`src/rtl/uart_tx_arbiter_if.sv`:
```
// Requester/UART-side signal bundle for uart_tx_arbiter.
// The master modport is the arbiter; the slave modport is the clients plus the UART_TX status.
interface uart_tx_arbiter_if #(
  parameter int unsigned N_REQ = 4
);
  logic [N_REQ-1:0]   req;
  logic [8*N_REQ-1:0] req_data;
  logic [N_REQ-1:0]   grant;
  logic [N_REQ-1:0]   done;
  logic [7:0]         tx_data;
  logic               tx_start;
  logic               tx_idle;
  logic               busy;
  logic [2:0]         owner;
  logic               err_timeout;

  modport master (
    input  req, req_data, tx_idle,
    output grant, done, tx_data, tx_start, busy, owner, err_timeout
  );

  modport slave (
    output req, req_data, tx_idle,
    input  grant, done, tx_data, tx_start, busy, owner, err_timeout
  );
endinterface

```
`src/rtl/uart_tx_arbiter.sv`:
```
// Round-robin arbiter/sequencer sharing one UART_TX among N_REQ byte requesters.
// Latches the winner's byte, pulses start, then tracks tx_idle to issue grant/done.
module uart_tx_arbiter #(
  parameter int unsigned N_REQ          = 4,
  parameter int unsigned ACCEPT_TIMEOUT = 16,
  parameter int unsigned GAP_CYCLES     = 0
) (
  input  logic              clk,
  input  logic              rst,
  uart_tx_arbiter_if.master bus
);

  localparam logic [2:0] S_IDLE        = 3'd0;
  localparam logic [2:0] S_START       = 3'd1;
  localparam logic [2:0] S_WAIT_ACCEPT = 3'd2;
  localparam logic [2:0] S_WAIT_DONE   = 3'd3;
  localparam logic [2:0] S_GAP         = 3'd4;

  localparam int unsigned CNT_MAX  = (ACCEPT_TIMEOUT > GAP_CYCLES) ? ACCEPT_TIMEOUT : GAP_CYCLES;
  localparam int unsigned CW       = $clog2(CNT_MAX + 1);
  localparam logic [CW-1:0] ACC_LAST = CW'(ACCEPT_TIMEOUT - 1);
  localparam logic [CW-1:0] GAP_LAST = (GAP_CYCLES > 0) ? CW'(GAP_CYCLES - 1) : '0;

  logic [2:0]       state_q, state_d;
  logic [2:0]       last_q, last_d;
  logic [2:0]       owner_q, owner_d;
  logic [7:0]       tx_data_q, tx_data_d;
  logic [CW-1:0]    cnt_q, cnt_d;
  logic [N_REQ-1:0] grant_q, grant_d;
  logic [N_REQ-1:0] done_q, done_d;
  logic             tx_start_q, tx_start_d;
  logic             err_q, err_d;

  logic             sel_vld;
  logic [2:0]       sel_idx;
  logic [7:0]       sel_data;
  int unsigned      cand;
  logic [N_REQ-1:0] owner_oh;

  // Search offsets 1..N_REQ from the last served index, so the previous winner ranks lowest.
  always_comb begin
    sel_vld  = 1'b0;
    sel_idx  = '0;
    sel_data = '0;
    cand     = 0;
    for (int unsigned k = 1; k <= N_REQ; k++) begin
      cand = (32'(last_q) + k) % N_REQ;
      for (int unsigned i = 0; i < N_REQ; i++) begin
        if (!sel_vld && (i == cand) && bus.req[i]) begin
          sel_vld  = 1'b1;
          sel_idx  = 3'(i);
          sel_data = bus.req_data[8*i +: 8];
        end
      end
    end
  end

  assign owner_oh = N_REQ'(1) << owner_q;

  always_comb begin
    state_d    = state_q;
    last_d     = last_q;
    owner_d    = owner_q;
    tx_data_d  = tx_data_q;
    cnt_d      = cnt_q;
    grant_d    = '0;
    done_d     = '0;
    tx_start_d = 1'b0;
    err_d      = 1'b0;
    case (state_q)
      S_IDLE: begin
        if (sel_vld) begin
          owner_d    = sel_idx;
          tx_data_d  = sel_data;
          tx_start_d = 1'b1;
          state_d    = S_START;
        end
      end
      S_START: begin
        cnt_d   = '0;
        state_d = S_WAIT_ACCEPT;
      end
      S_WAIT_ACCEPT: begin
        if (!bus.tx_idle) begin
          grant_d = owner_oh;
          state_d = S_WAIT_DONE;
        end else if (cnt_q == ACC_LAST) begin
          // Abandon this attempt; the requester stays pending and rotates like any other.
          err_d   = 1'b1;
          last_d  = owner_q;
          state_d = S_IDLE;
        end else begin
          cnt_d = cnt_q + CW'(1);
        end
      end
      S_WAIT_DONE: begin
        if (bus.tx_idle) begin
          done_d = owner_oh;
          last_d = owner_q;
          cnt_d  = '0;
          if (GAP_CYCLES > 0) state_d = S_GAP;
          else                state_d = S_IDLE;
        end
      end
      S_GAP: begin
        if (cnt_q == GAP_LAST) state_d = S_IDLE;
        else                   cnt_d   = cnt_q + CW'(1);
      end
      default: state_d = S_IDLE;
    endcase
  end

  always_ff @(posedge clk or negedge rst) begin
    if (!rst) begin
      state_q    <= S_IDLE;
      last_q     <= 3'(N_REQ - 1);
      owner_q    <= '0;
      tx_data_q  <= '0;
      cnt_q      <= '0;
      grant_q    <= '0;
      done_q     <= '0;
      tx_start_q <= 1'b0;
      err_q      <= 1'b0;
    end else begin
      state_q    <= state_d;
      last_q     <= last_d;
      owner_q    <= owner_d;
      tx_data_q  <= tx_data_d;
      cnt_q      <= cnt_d;
      grant_q    <= grant_d;
      done_q     <= done_d;
      tx_start_q <= tx_start_d;
      err_q      <= err_d;
    end
  end

  assign bus.grant       = grant_q;
  assign bus.done        = done_q;
  assign bus.tx_data     = tx_data_q;
  assign bus.tx_start    = tx_start_q;
  assign bus.busy        = (state_q != S_IDLE);
  assign bus.owner       = owner_q;
  assign bus.err_timeout = err_q;

endmodule
```
`src/flat_wrapper.sv`:
```
// flat-port wrapper written by rule: the top's interface ports become plain ports
module uart_tx_arbiter_flat 
#(
  parameter int unsigned N_REQ          = 4,
  parameter int unsigned ACCEPT_TIMEOUT = 16,
  parameter int unsigned GAP_CYCLES     = 0
)
  (clk, rst, bus_req, bus_req_data, bus_tx_idle, bus_grant, bus_done, bus_tx_data, bus_tx_start, bus_busy, bus_owner, bus_err_timeout);
  uart_tx_arbiter_if #(.N_REQ(N_REQ)) bus_i ();
  input  logic clk;
  input  logic rst;
  input wire logic [$bits(bus_i.req)-1:0] bus_req;
  input wire logic [$bits(bus_i.req_data)-1:0] bus_req_data;
  input wire logic [$bits(bus_i.tx_idle)-1:0] bus_tx_idle;
  output wire logic [$bits(bus_i.grant)-1:0] bus_grant;
  output wire logic [$bits(bus_i.done)-1:0] bus_done;
  output wire logic [$bits(bus_i.tx_data)-1:0] bus_tx_data;
  output wire logic [$bits(bus_i.tx_start)-1:0] bus_tx_start;
  output wire logic [$bits(bus_i.busy)-1:0] bus_busy;
  output wire logic [$bits(bus_i.owner)-1:0] bus_owner;
  output wire logic [$bits(bus_i.err_timeout)-1:0] bus_err_timeout;
  assign bus_i.req = bus_req;
  assign bus_i.req_data = bus_req_data;
  assign bus_i.tx_idle = bus_tx_idle;
  assign bus_grant = bus_i.grant;
  assign bus_done = bus_i.done;
  assign bus_tx_data = bus_i.tx_data;
  assign bus_tx_start = bus_i.tx_start;
  assign bus_busy = bus_i.busy;
  assign bus_owner = bus_i.owner;
  assign bus_err_timeout = bus_i.err_timeout;
  uart_tx_arbiter #(.N_REQ(N_REQ), .ACCEPT_TIMEOUT(ACCEPT_TIMEOUT), .GAP_CYCLES(GAP_CYCLES)) u_core (.clk(clk), .rst(rst), .bus(bus_i));
endmodule
```
`config.mk`:
```
export PLATFORM = sky130hd
export DESIGN_NAME = uart_tx_arbiter_flat
export DESIGN_NICKNAME = d
export VERILOG_FILES = /design/src/rtl/uart_tx_arbiter_if.sv /design/src/rtl/uart_tx_arbiter.sv /design/src/flat_wrapper.sv
export SDC_FILE = /design/constraint.sdc
export NUM_CORES = 1
export LEC_CHECK = 0
export ABC_CLOCK_PERIOD_IN_PS = 4000
export CORE_MARGIN = 2
export CORE_UTILIZATION = 54
export DETAILED_ROUTE_END_ITERATION = 6
export PLACE_DENSITY = 0.83
export SYNTH_ARGS = -nofsm -noshare
export SYNTH_HDL_FRONTEND = slang
export SYNTH_SLANG_ARGS = --single-unit
```
`constraint.sdc`:
```
create_clock -name clk -period 4 [get_ports clk]
set_clock_uncertainty 0.15 [all_clocks]
set_input_delay 0.4 -clock clk [delete_from_list [all_inputs] [get_ports clk]]
set_output_delay 0.4 -clock clk [all_outputs]
set_load 0.1 [all_outputs]
```
# Word-level counts from Yosys, hierarchy flattened
# Index checks and enable logic that the tools add are counted.
[totals]
output_inout_bits = 22
word_cells = 170
register_bits = 30
input_bits = 39
[op_classes]
shifts = 1
reduce_logical = 59
eq_ne = 25
addsub = 5
muxes = 71
[op_table]
columns = ["operator", "n"]
rows = [
  ["32-bit logical NOT", 4],
  ["8-bit 2-to-1 mux", 16],
  ["2-bit 2-to-1 mux", 17],
  ["1-bit logical AND", 31],
  ["1-bit 2-to-1 mux", 22],
  ["5-bit 2-to-1 mux", 4],
  ["5-bit case mux with 4 select lines", 1],
  ["2-bit == test (first input constant)", 8],
  ["4-bit 2-to-1 mux", 4],
  ["1-bit logical NOT", 15],
  ["3-bit 2-to-1 mux", 5],
  ["3-bit case mux with 5 select lines", 1],
  ["1-bit by 2-bit == test with 1-bit output (first input constant)", 4],
  ["2-bit inequality test (second input constant)", 4],
  ["4-bit AND reduction", 2],
  ["3-bit by 2-bit == test with 1-bit output (second input constant)", 2],
  ["2-bit by 1-bit inequality test with 1-bit output (second input constant)", 3],
  ["5-bit by 1-bit adder with 5-bit output (second input constant)", 1],
  ["5-bit by 4-bit == test with 1-bit output (second input constant)", 1],
  ["5-bit logical NOT", 1],
  ["5-bit AND reduction", 1],
  ["2-bit by 1-bit adder with 2-bit output (second input constant)", 2],
  ["2-bit adder (second input constant)", 2],
  ["2-bit case mux with 2 select lines", 1],
  ["9 further kinds", 9],
]

# Logic depth before layout (Yosys ltp)
# Gate-level depths: netlist of run 1.
[logic_depth]
ltp_word = 66
depth_mapped = 8
mapped_depth_nobuf = 8

# Worst setup path before layout of run 1
# Ideal clock, no wire load.
[synth_path]
path_type = "register to register"
startpoint = "register u_core.state_q[1]"
endpoint = "register u_core.tx_data_q[5] (netlist: u_core.bus.tx_data[5])"
required_time_ns = 3.729
path_buffers = 2
t_arrival_ns = 2.098
setup_ns = 0.121
setup_slack_ns = 1.631
synth_period_minus_slack_ns = 2.369
stages_incl_launch_ff = 8
path_cell_list = "dfrtp_1 -> clkbuf_1 -> or2_1 -> a21o_1 -> clkbuf_1 -> a221oi_1 -> nand4_1 -> o211a_1"
[synth_via]
elab_chain_cells = 2
[synth_lines]
columns = ["element", "line", "source"]
rows = [
  ["start, declared", "uart_tx_arbiter.sv:24", "logic [2:0] state_q, state_d;"],
  ["start signal, assigned", "uart_tx_arbiter.sv:125", "state_q <= state_d;"],
  ["3-bit logical NOT", "uart_tx_arbiter.sv:70", "case (state_q)"],
  ["2-bit AND reduction (no line)", "--", ""],
  ["end signal, assigned", "uart_tx_arbiter.sv:128", "tx_data_q <= tx_data_d;"],
  ["end, declared", "uart_tx_arbiter.sv:27", "logic [7:0] tx_data_q, tx_data_d;"],
]
# No other way between the ends.
# A chain may end at the register's enable or synchronous reset.

# Worst setup path in the final report of run 1
[layout_path]
startpoint = "input port bus_req[0]"
endpoint = "register u_core.tx_data_q[4] (netlist: u_core.bus.tx_data[4])"
[layout_via]
elab_chain_cells = 63
word_cells_on_any_way = 79
cone_classes = "32 x mux; 47 x reduce/logical"
[layout_lines]
columns = ["element", "line", "source"]
rows = [
  ["start, declared", "flat_wrapper.sv:12", "input wire logic [$bits(bus_i.req)-1:0] bus_req;"],
  ["1-bit logical AND", "uart_tx_arbiter.sv:49", "if (!sel_vld && (i == cand) && bus.req[i]) begin"],
  ["1-bit 2-to-1 mux", "uart_tx_arbiter.sv:49", ""],
  ["1-bit logical NOT", "uart_tx_arbiter.sv:49", ""],
  ["1-bit logical AND (2 in a row)", "uart_tx_arbiter.sv:49", ""],
  ["1-bit 2-to-1 mux", "uart_tx_arbiter.sv:49", ""],
  ["1-bit logical NOT", "uart_tx_arbiter.sv:49", ""],
  ["1-bit logical AND (2 in a row)", "uart_tx_arbiter.sv:49", ""],
  ["1-bit 2-to-1 mux", "uart_tx_arbiter.sv:49", ""],
  ["[... 43 more ...]", "--", ""],
  ["1-bit 2-to-1 mux", "uart_tx_arbiter.sv:49", ""],
  ["1-bit logical NOT", "uart_tx_arbiter.sv:49", ""],
  ["1-bit logical AND (2 in a row)", "uart_tx_arbiter.sv:49", ""],
  ["1-bit 2-to-1 mux", "uart_tx_arbiter.sv:49", ""],
  ["1-bit logical NOT", "uart_tx_arbiter.sv:49", ""],
  ["1-bit logical AND (2 in a row)", "uart_tx_arbiter.sv:49", ""],
  ["1-bit 2-to-1 mux", "uart_tx_arbiter.sv:49", ""],
  ["2-bit AND reduction (no line)", "--", ""],
]
# Several ways; a longest one is shown, not always the timed one.

==> results.md, run 1 <==
Clocking:
- After clock tree synthesis, the clock-pin slew on the worst setup and hold paths is 70 ps.
- The clock passes through at most 2 buffers.
- The TritonCTS clock tree is yes.
- The root buffer cell is sky130_fd_sc_hd__clkbuf_8.
- The clock drives 29 sinks.
- The number of gates resized after cts is 0.
- The later pin in the worst-skew pair is clocked with a latency of 280 ps.
- The quantity of hold-fixing buffers added after cts is 0.
- The number of H-tree branching levels is 2.
- The total clock buffers created by CTS is 5.
- In this run the post-CTS setup repair buffer count came out at 0.

Global routing:
- The number of antenna violations at the first check in global routing came to 0.
- The overall routing resource usage is 31.5%.
- The number of global-route vias before repair is 2698.
- The first global-routing pass estimated 13.0 mm of wire.
- After global routing the overflow that remains totals 0.
- The largest net degree at the start of global routing is 35.

Timing:
- Measured against its own limit, the worst slew margin works out to 34.9%.
- The clock period minus worst slack is 2820 ps.
- The count of endpoints failing setup in the final report is 0.
- Setup repair after global routing left no endpoint under its margin.
- The worst path uses a little over two thirds of the clock period.
- The final-report max-slew violation count is 0.
- The transition time at the pin with the least slew margin is between 900 and 1000 ps.
- Across all hold checks on the routed design, the worst slack comes to 354 ps.
- Setup total negative slack on the finished layout was measured at 0 ps.
- The final count of hold timing violations is 0.
- The maximum clock frequency is 0.355 GHz.

Routing:
- The via density per instance is 7.03.
- The post-detailed-route DRC marker count is 0.
- The first detailed-routing pass ran for 7 iterations.
- In this run the remaining antenna-violating nets after routing total 0.
- The count of vias placed by the detailed router is 2889.
- The routed wire length is 8.02 mm.
- The final routed wire length divided by cell count is 19.5 um.
- The first routing iteration left slightly below 300 violations.

Pwr:
- The reported leakage power is 1.22 nW.
- VDD sags by at most 0.000375 V.
- Power spread over the standard cell area amounts to 695 mW/mm2.

Cells and area:
- The fraction of the core area covered by cells at the end of the flow is between 70% and 80%.
- In the layout the commonest cells are 59 x sky130_fd_sc_hd__clkdlybuf4s50_1, 28 x sky130_fd_sc_hd__nand2_1, 27 x sky130_fd_sc_hd__dfrtp_1, 24 x sky130_fd_sc_hd__nor2_1, 22 x sky130_fd_sc_hd__a21oi_1.
- The number of antenna repair diodes is 0.
- The most frequent standard cell in the layout excluding fill and tap cells is sky130_fd_sc_hd__clkdlybuf4s50_1.
- The post-route netlist has between 6 and 7% of its cells at a drive strength greater than 1.
- The area growth from synthesis to layout is 25.7%.
- In the final design database the tool counted 399 nets.
- The finished cells cover 0.00316 mm2.

Worst setup path:
- The slowest cell on the critical path is sky130_fd_sc_hd__clkdlybuf4s50_1.
- The kind of end point of the critical path is a register.
- By startpoint and endpoint, the worst setup path is classified as in2reg.
- The required time of the critical path is around 4000 ps.
- The signal on the critical path passes through clkdlybuf4s50_1 > or3b_4 > nor2_2 > a21oi_1 > nor4_1 > a2bb2oi_1.
- The arrival time of data at the critical path endpoint is 2870 ps.
- The kind of launch point of the worst setup path is an input pin.
- The maximum fanout along the worst path is 21.
- The largest incremental delay on the critical path is 920 ps.

Run status:
- The run finished with clean final reports.

Floorplanning:
- The I/O pin total is 61.
- The number of placement rows is 24.
- The starting density of the core is 56.9%.
- The die area is 0.00521 mm2.
- The die height is ~72 um.
- After floorplanning, the core was sized to cover 0.00441 mm2.
- The die is 72.2 um wide.

Synthesis:
- The total nets after synthesis is 355.
- During synthesis, Yosys emitted a total of 0 warnings.
- Synthesis produced a netlist whose cell count is approximately 310.
- Yosys attributes the largest share of cell area to sky130_fd_sc_hd__dfrtp_1 27%, sky130_fd_sc_hd__a21oi_1 4.4%, sky130_fd_sc_hd__nand2_1 4.2%.
- Yosys mapped a number of flops with a built-in enable equal to 0.
- Of all flip-flops after synthesis, the portion carrying an async set or reset was 100%.
- The portion of synthesized cell area occupied by the leading cell type is a little over a quarter.
- The number of different library cells used by synthesis comes to 66.
- The number of synthesized register bits is 29.
- The primary flip-flop cell chosen by synthesis mapping is sky130_fd_sc_hd__dfrtp_1.
- The synthesized area per cell is 7.99 um2.
- The cell area after technology mapping is roughly 0.0025 mm2.
- The sequential share of the synthesized area is 29.0%.
- The largest total area in the synthesized netlist belongs to sky130_fd_sc_hd__dfrtp_1.

Placed design:
- The port buffer count is 59.
- Summing all placed instances gives a cell area of 0.00307 mm2.
- Routability-driven placement finished with a final weighted congestion of roughly 1.0.
- Once detailed placement completed, the half-perimeter wirelength came to 5.70 mm.

Worst hold path:
- The path class of the lowest-slack min-delay path is reg2reg.

Run:
- Max-cap violations in this run came to 0.
flip-flops by register name, summed over array words and instances (netlist names):
signal / flops
u_core.bus.done: 4
u_core.bus.err_timeout: 1
u_core.bus.grant: 4
u_core.bus.owner: 2
u_core.bus.tx_data: 8
u_core.bus.tx_start: 1
u_core.cnt_q: 5
u_core.last_q: 2
u_core.state_q: 2
cell type report:
type                    count  area, um2
multi-input cells         252       1630
fillers                   365       1260
flip-flops and latches     29        728
repair buffers             63        621
clock buffers               6       72.6
well taps                  52       65.1
inverters                   7       26.3
clock inverters             2       10.0
path summary, 6_finish.rpt:
path	slack [ps]	endpoint	depth (start not counted)	start
min in group asynchronous	380	u_core.bus.grant[3]$_DFF_PN0_	2	rst
worst min register to register	350	u_core.cnt_q[4]$_DFFE_PN0P_	1	u_core.cnt_q[4]$_DFFE_PN0P_
max in group asynchronous	2990	u_core.last_q[1]$_DFFE_PN1P_	2	rst
worst max-delay path	1180	u_core.bus.tx_data[4]$_DFFE_PN0P_	6	bus_req[0]
worst min-delay path	350	u_core.cnt_q[4]$_DFFE_PN0P_	1	u_core.cnt_q[4]$_DFFE_PN0P_
worst max register to register	1360	u_core.bus.tx_data[4]$_DFFE_PN0P_	6	u_core.last_q[1]$_DFFE_PN1P_
power by group:
part | internal (W) | leakage (nW) | switching, W
Sequential | 0.000401 | 0.366 | 0.000167
Combinational | 0.000461 | 0.808 | 0.000925
Clock | 0.000120 | 0.0450 | 0.000120
logic make-up (layout without fill, tap and decap cells):
kind of cell / Yosys count / in the layout / share of synthesized area, %
AO/OA/AOI/OAI: 112 / 112 / 32.6
adder cells (fa/ha/maj): 2 / 2 / 0.997
buffers and inverters: 33 / 78 / 5.93
flip-flops: 29 / 29 / 29.0
multiplexers: 5 / 5 / 2.14
other: 1 / 1 / 0.149
AND/OR/NAND/NOR: 132 / 132 / 29.2
synth_stat cells (3+ instances only):
library cell and n:
sky130_fd_sc_hd__nand2_1 28, sky130_fd_sc_hd__dfrtp_1 27, sky130_fd_sc_hd__nor2_1 24, sky130_fd_sc_hd__a21oi_1 22, sky130_fd_sc_hd__o21ai_0 14, sky130_fd_sc_hd__clkbuf_1 12
sky130_fd_sc_hd__nand3_1 10, sky130_fd_sc_hd__o22ai_1 10, sky130_fd_sc_hd__a221oi_1 8, sky130_fd_sc_hd__buf_2 8, sky130_fd_sc_hd__nor3_1 8, sky130_fd_sc_hd__a31oi_1 7
sky130_fd_sc_hd__a32oi_1 7, sky130_fd_sc_hd__and2_1 7, sky130_fd_sc_hd__nand2b_1 7, sky130_fd_sc_hd__nor2b_1 7, sky130_fd_sc_hd__a22o_1 6, sky130_fd_sc_hd__nor3b_1 6
sky130_fd_sc_hd__o221ai_1 6, sky130_fd_sc_hd__a221o_1 5, sky130_fd_sc_hd__a2bb2oi_1 5, sky130_fd_sc_hd__inv_1 5, sky130_fd_sc_hd__buf_4 4, sky130_fd_sc_hd__nand4_1 4
sky130_fd_sc_hd__nor4_1 4, sky130_fd_sc_hd__a21o_1 3, sky130_fd_sc_hd__and3_1 3, sky130_fd_sc_hd__and4b_1 3, sky130_fd_sc_hd__mux2_2 3, sky130_fd_sc_hd__nand4b_1 3
sky130_fd_sc_hd__or3_1 3
per-layer routing:
metal | track usage (%) | up-vias | part of all wire, %
met2 | 52.8 | 188 | 48
met4 | 12.6 | 0 | 2.1
li1 | - | 1313 | -
met5 | 0 | - | 0
met1 | 40.0 | 1366 | 40
met3 | 6.11 | 22 | 9.8
per-stage QoR:
stage,power (W),setup WS (ps),std cells
floorplan,0.00161,1630,314
global placement,0.00192,994,403
detailed placement,0.00194,924,403
CTS,0.00218,1210,411
global route,0.00231,1040,411
finish,0.00219,1180,411
worst max-delay path, delay by kind of cell:
family / cells / cell delay (ps)
simple gates: 3 / 1200
buf+inv: 1 / 920
compound gates: 2 / 350
Note: power is estimated with default switching activity, not from simulation.
==> inputs of run 2 (changes only) <==
--- a/config.mk
+++ b/config.mk
@@ -5,11 +5,11 @@
 export SDC_FILE = /design/constraint.sdc
 export NUM_CORES = 1
 export LEC_CHECK = 0
-export ABC_CLOCK_PERIOD_IN_PS = 4000
+export ABC_CLOCK_PERIOD_IN_PS = 2700
 export CORE_MARGIN = 2
-export CORE_UTILIZATION = 54
+export CORE_UTILIZATION = 50
 export DETAILED_ROUTE_END_ITERATION = 6
-export PLACE_DENSITY = 0.83
+export PLACE_DENSITY = 0.78
 export SYNTH_ARGS = -nofsm -noshare
 export SYNTH_HDL_FRONTEND = slang
 export SYNTH_SLANG_ARGS = --single-unit
==> constraint.sdc (replaced) <==
create_clock -name clk -period 2.7 [get_ports clk]
set_clock_uncertainty 0.15 [all_clocks]
set_input_delay 0.27 -clock clk [delete_from_list [all_inputs] [get_ports clk]]
set_output_delay 0.27 -clock clk [all_outputs]
set_load 0.1 [all_outputs]
==> results.md, run 2 (synthesis results as in run 1) <==
Pwr:
- The maximum vdd ir drop is 0.000568 V (+52%).
- The power share of the sequential group is 23.8% (-2.1 points).
- The portion of total power attributed to combinational logic is 62.2% (-1.0 points).
- The reported leakage power is 1.35 nW (+11%).
- The clock network fraction of design power is 14.1% (+3.2 points).
- The internal cell power is 0.00160 W (+62%).
- The ratio of total power to cell area came to 1040 mW/mm2 (+49%).
- The switching power share of the total was 53.2% (-1.9 points).
- The switching power total was 0.00182 W (+50%).

Global routing:
- The largest net degree at the start of global routing was 33 (-5.7%).
- The overall routing resource usage is 30.2% (-1.3 points).
- The global-route wire length before repair came to 12.9 mm (-0.64%).
- The number of global-route vias before repair is 2698 (unchanged).
- The global-route congestion overflow total is 0 (unchanged).
- The number of antenna violations at the first check in global routing is 0 (unchanged).

Cells and area:
- Leaving out fill and tap cells, the most frequent cells in the layout are 43 x sky130_fd_sc_hd__buf_4, 38 x sky130_fd_sc_hd__clkdlybuf4s50_1, 28 x sky130_fd_sc_hd__nand2_1, 27 x sky130_fd_sc_hd__dfrtp_1, 24 x sky130_fd_sc_hd__nor2_1.
- The most frequent standard cell in the layout excluding fill and tap cells is sky130_fd_sc_hd__buf_4.
- Relative to the synthesized area, the layout overhead comes to 31.3%.
- The share of layout cells above drive strength 1 was 16.7% (+10 points).
- The post-route cell area is 0.00329 mm2 (+4.4%).
- The fraction of the core area covered by cells at the end of the flow is 68.8% (-2.6 points).
- The number of antenna repair diodes is 0 (unchanged).
- The flip-flop count of the largest register after layout is 8 (unchanged).
- The number of nets in the final layout was 417 (+4.5%).

Floorplanning:
- The number of placement rows came to 25 (+4.2%).
- The die height came to 74.9 um (+3.7%).
- The I/O pin total is 61 (unchanged).
- The starting density of the core is 52.4% (-4.4 points).
- The core area is 0.00479 mm2 (+8.4%).
- The die area is 0.00560 mm2 (+7.5%).
- The floorplan die width is 74.9 um (+3.7%).

Clocking:
- The root buffer cell is sky130_fd_sc_hd__clkbuf_8.
- The clock slew seen by the registers of the worst setup and hold paths came to 70 ps (about the same).
- The latest clock arrival within the worst-skew pair is 280 ps (about the same).
- The worst-case clock buffer depth was 2 (unchanged).
- TritonCTS built the clock tree.
- The number of H-tree branching levels is 2 (unchanged).
- The buffers inserted during post-CTS setup optimization is 0 (unchanged).
- The quantity of hold-fixing buffers added after cts is 0 (unchanged).
- The number of sinks driven by the clock tree is 29 (unchanged).
- The total clock buffers created by CTS came to 5 (unchanged).
- The number of gates resized after cts was 0 (unchanged).

Routing:
- The post-detailed-route DRC marker count is 0 (unchanged).
- The routed wire length was 8.08 mm (+0.79%).
- The post-route antenna net violation count was 0 (unchanged).
- The final routed wire length divided by cell count is 18.2 um (-6.7%).
- The DRC marker count from the first detailed-route iteration came to 293 (+1.0%).
- The count of vias placed by the detailed router was 2933 (+1.5%).
- The detailed-router iteration count before antenna repair is 5 (-2).
- The via density per instance was 6.61 (-6.0%).

Worst setup path:
- The start-to-end type of the worst setup path is reg2reg.
- Traced cell by cell, the critical path runs through nor3b_1 > and2_1 > a21oi_1 > nor3b_1 > nor4_1 > a2bb2oi_1.
- The slowest stage of the critical path belongs to the cell sky130_fd_sc_hd__dfstp_2.
- By instance count, the cell type seen most on the critical path is sky130_fd_sc_hd__nor3b_1.
- Grouping stages by cell kind, the critical path spends the most delay in simple AND/OR/NAND/NOR gates.
- The worst setup path is captured at a register.
- The required time of the critical path is 2760 ps (-1290 ps).
- The arrival time of data at the critical path endpoint is 2550 ps (-320 ps).
- STA classifies the critical path startpoint as a register.
- The buffering stage count on the worst path with inverters included is 0 (-1).
- The maximum fanout along the worst path was 19 (-9.5%).
- The largest incremental delay on the critical path is 760 ps (-160 ps).

Timing:
- The total negative slack for setup checks is 0 ps (unchanged).
- The final count of hold timing violations was 0 (unchanged).
- The worst slack on hold paths is 217 ps (-138 ps).
- The final critical-path setup slack is 207 ps (-977 ps).
- The count of endpoints failing setup in the final report is 0 (unchanged).
- The maximum clock frequency is 0.401 GHz.
- The worst path in the final design needs a cycle of 2490 ps, including I/O delays and setup.
- The worst-case headroom to the max-slew limit is 65.4% (+31 points).
- Setup repair after global routing left no endpoint under its margin.
- The final-report max-slew violation count was 0 (unchanged).
- In the finished design, the share of the clock period the worst path needs comes to between 90% and 100%.
- The transition time at the pin with the least slew margin is 505 ps (-468 ps).

Run:
- The count of maximum capacitance violations was 0 (unchanged).

Placed design:
- The pre-CTS setup slack came to 148 ps (-776 ps).
- The cell area reported after detailed placement was 0.00317 mm2 (+3.3%).
- The global placement routability congestion came to 0.967 (-4.7%).
- The port buffer count is 59 (unchanged).
- The detailed placement HPWL is 6.01 mm (+5.4%).

Run status:
- The flow ran to the end, and the final reports show no timing, DRC or antenna violations.

Worst hold path:
- The min-delay analysis places its worst path in the category in2async.
==> run 2: final timing paths <==
check	end	depth (start not counted)	slack, ps	start
hold / removal	u_core.bus.done[0]$_DFF_PN0_	2	220	rst
max in group asynchronous	u_core.last_q[1]$_DFFE_PN1P_	2	1870	rst
hold reg to reg	u_core.cnt_q[4]$_DFFE_PN0P_	1	370	u_core.cnt_q[4]$_DFFE_PN0P_
setup / recovery	u_core.bus.tx_data[1]$_DFFE_PN0P_	6	210	u_core.last_q[1]$_DFFE_PN1P_
setup reg to reg	u_core.bus.tx_data[1]$_DFFE_PN0P_	6	210	u_core.last_q[1]$_DFFE_PN1P_
min in group clk	u_core.cnt_q[4]$_DFFE_PN0P_	1	370	u_core.cnt_q[4]$_DFFE_PN0P_
==> run 2: worst register-to-register path: stages (launching register included) <==
cell,delay [ps]
sky130_fd_sc_hd__dfstp_2,760
sky130_fd_sc_hd__nor3b_1,440
sky130_fd_sc_hd__and2_1,270
sky130_fd_sc_hd__a21oi_1,120
sky130_fd_sc_hd__nor3b_1,180
sky130_fd_sc_hd__nor4_1,300
sky130_fd_sc_hd__a2bb2oi_1,190
==> run 2: cell type report <==
type | count | area [um2]
timing repair buffer | 81 | 703
fill | 437 | 1490
tap | 67 | 83.8
clock inverter | 2 | 37.5
inverter | 7 | 26.3
multi-input combinational | 252 | 1630
clock buffer | 6 | 82.6
sequential | 29 | 728
==> run 2: metrics by stage <==
stage	power (W)	instances
after CTS	0.00339	444
after global routing	0.00359	444
after floorplan	0.00238	314
final	0.00341	444
after global placement	0.00289	436
after detailed placement	0.00290	436
==> run 2: per-layer routing <==
layer / share of wire [%] / global-route usage (%) / vias to the layer above
met5: 0 / 0 / -
met4: 2.6 / 11.5 / 0
met3: 9.6 / 5.22 / 21
met2: 47 / 48.9 / 195
met1: 41 / 40.3 / 1375
li1: - / - / 1342
==> run 2: power groups by stage <==
stage	Combinational, W	Sequential [W]	Clock, W
floorplan	0.000977	0.00140	0
global placement	0.00209	0.000806	0
detailed placement	0.00209	0.000811	0
CTS	0.00210	0.000803	0.000484
global route	0.00224	0.000840	0.000505
finish	0.00212	0.000810	0.000481
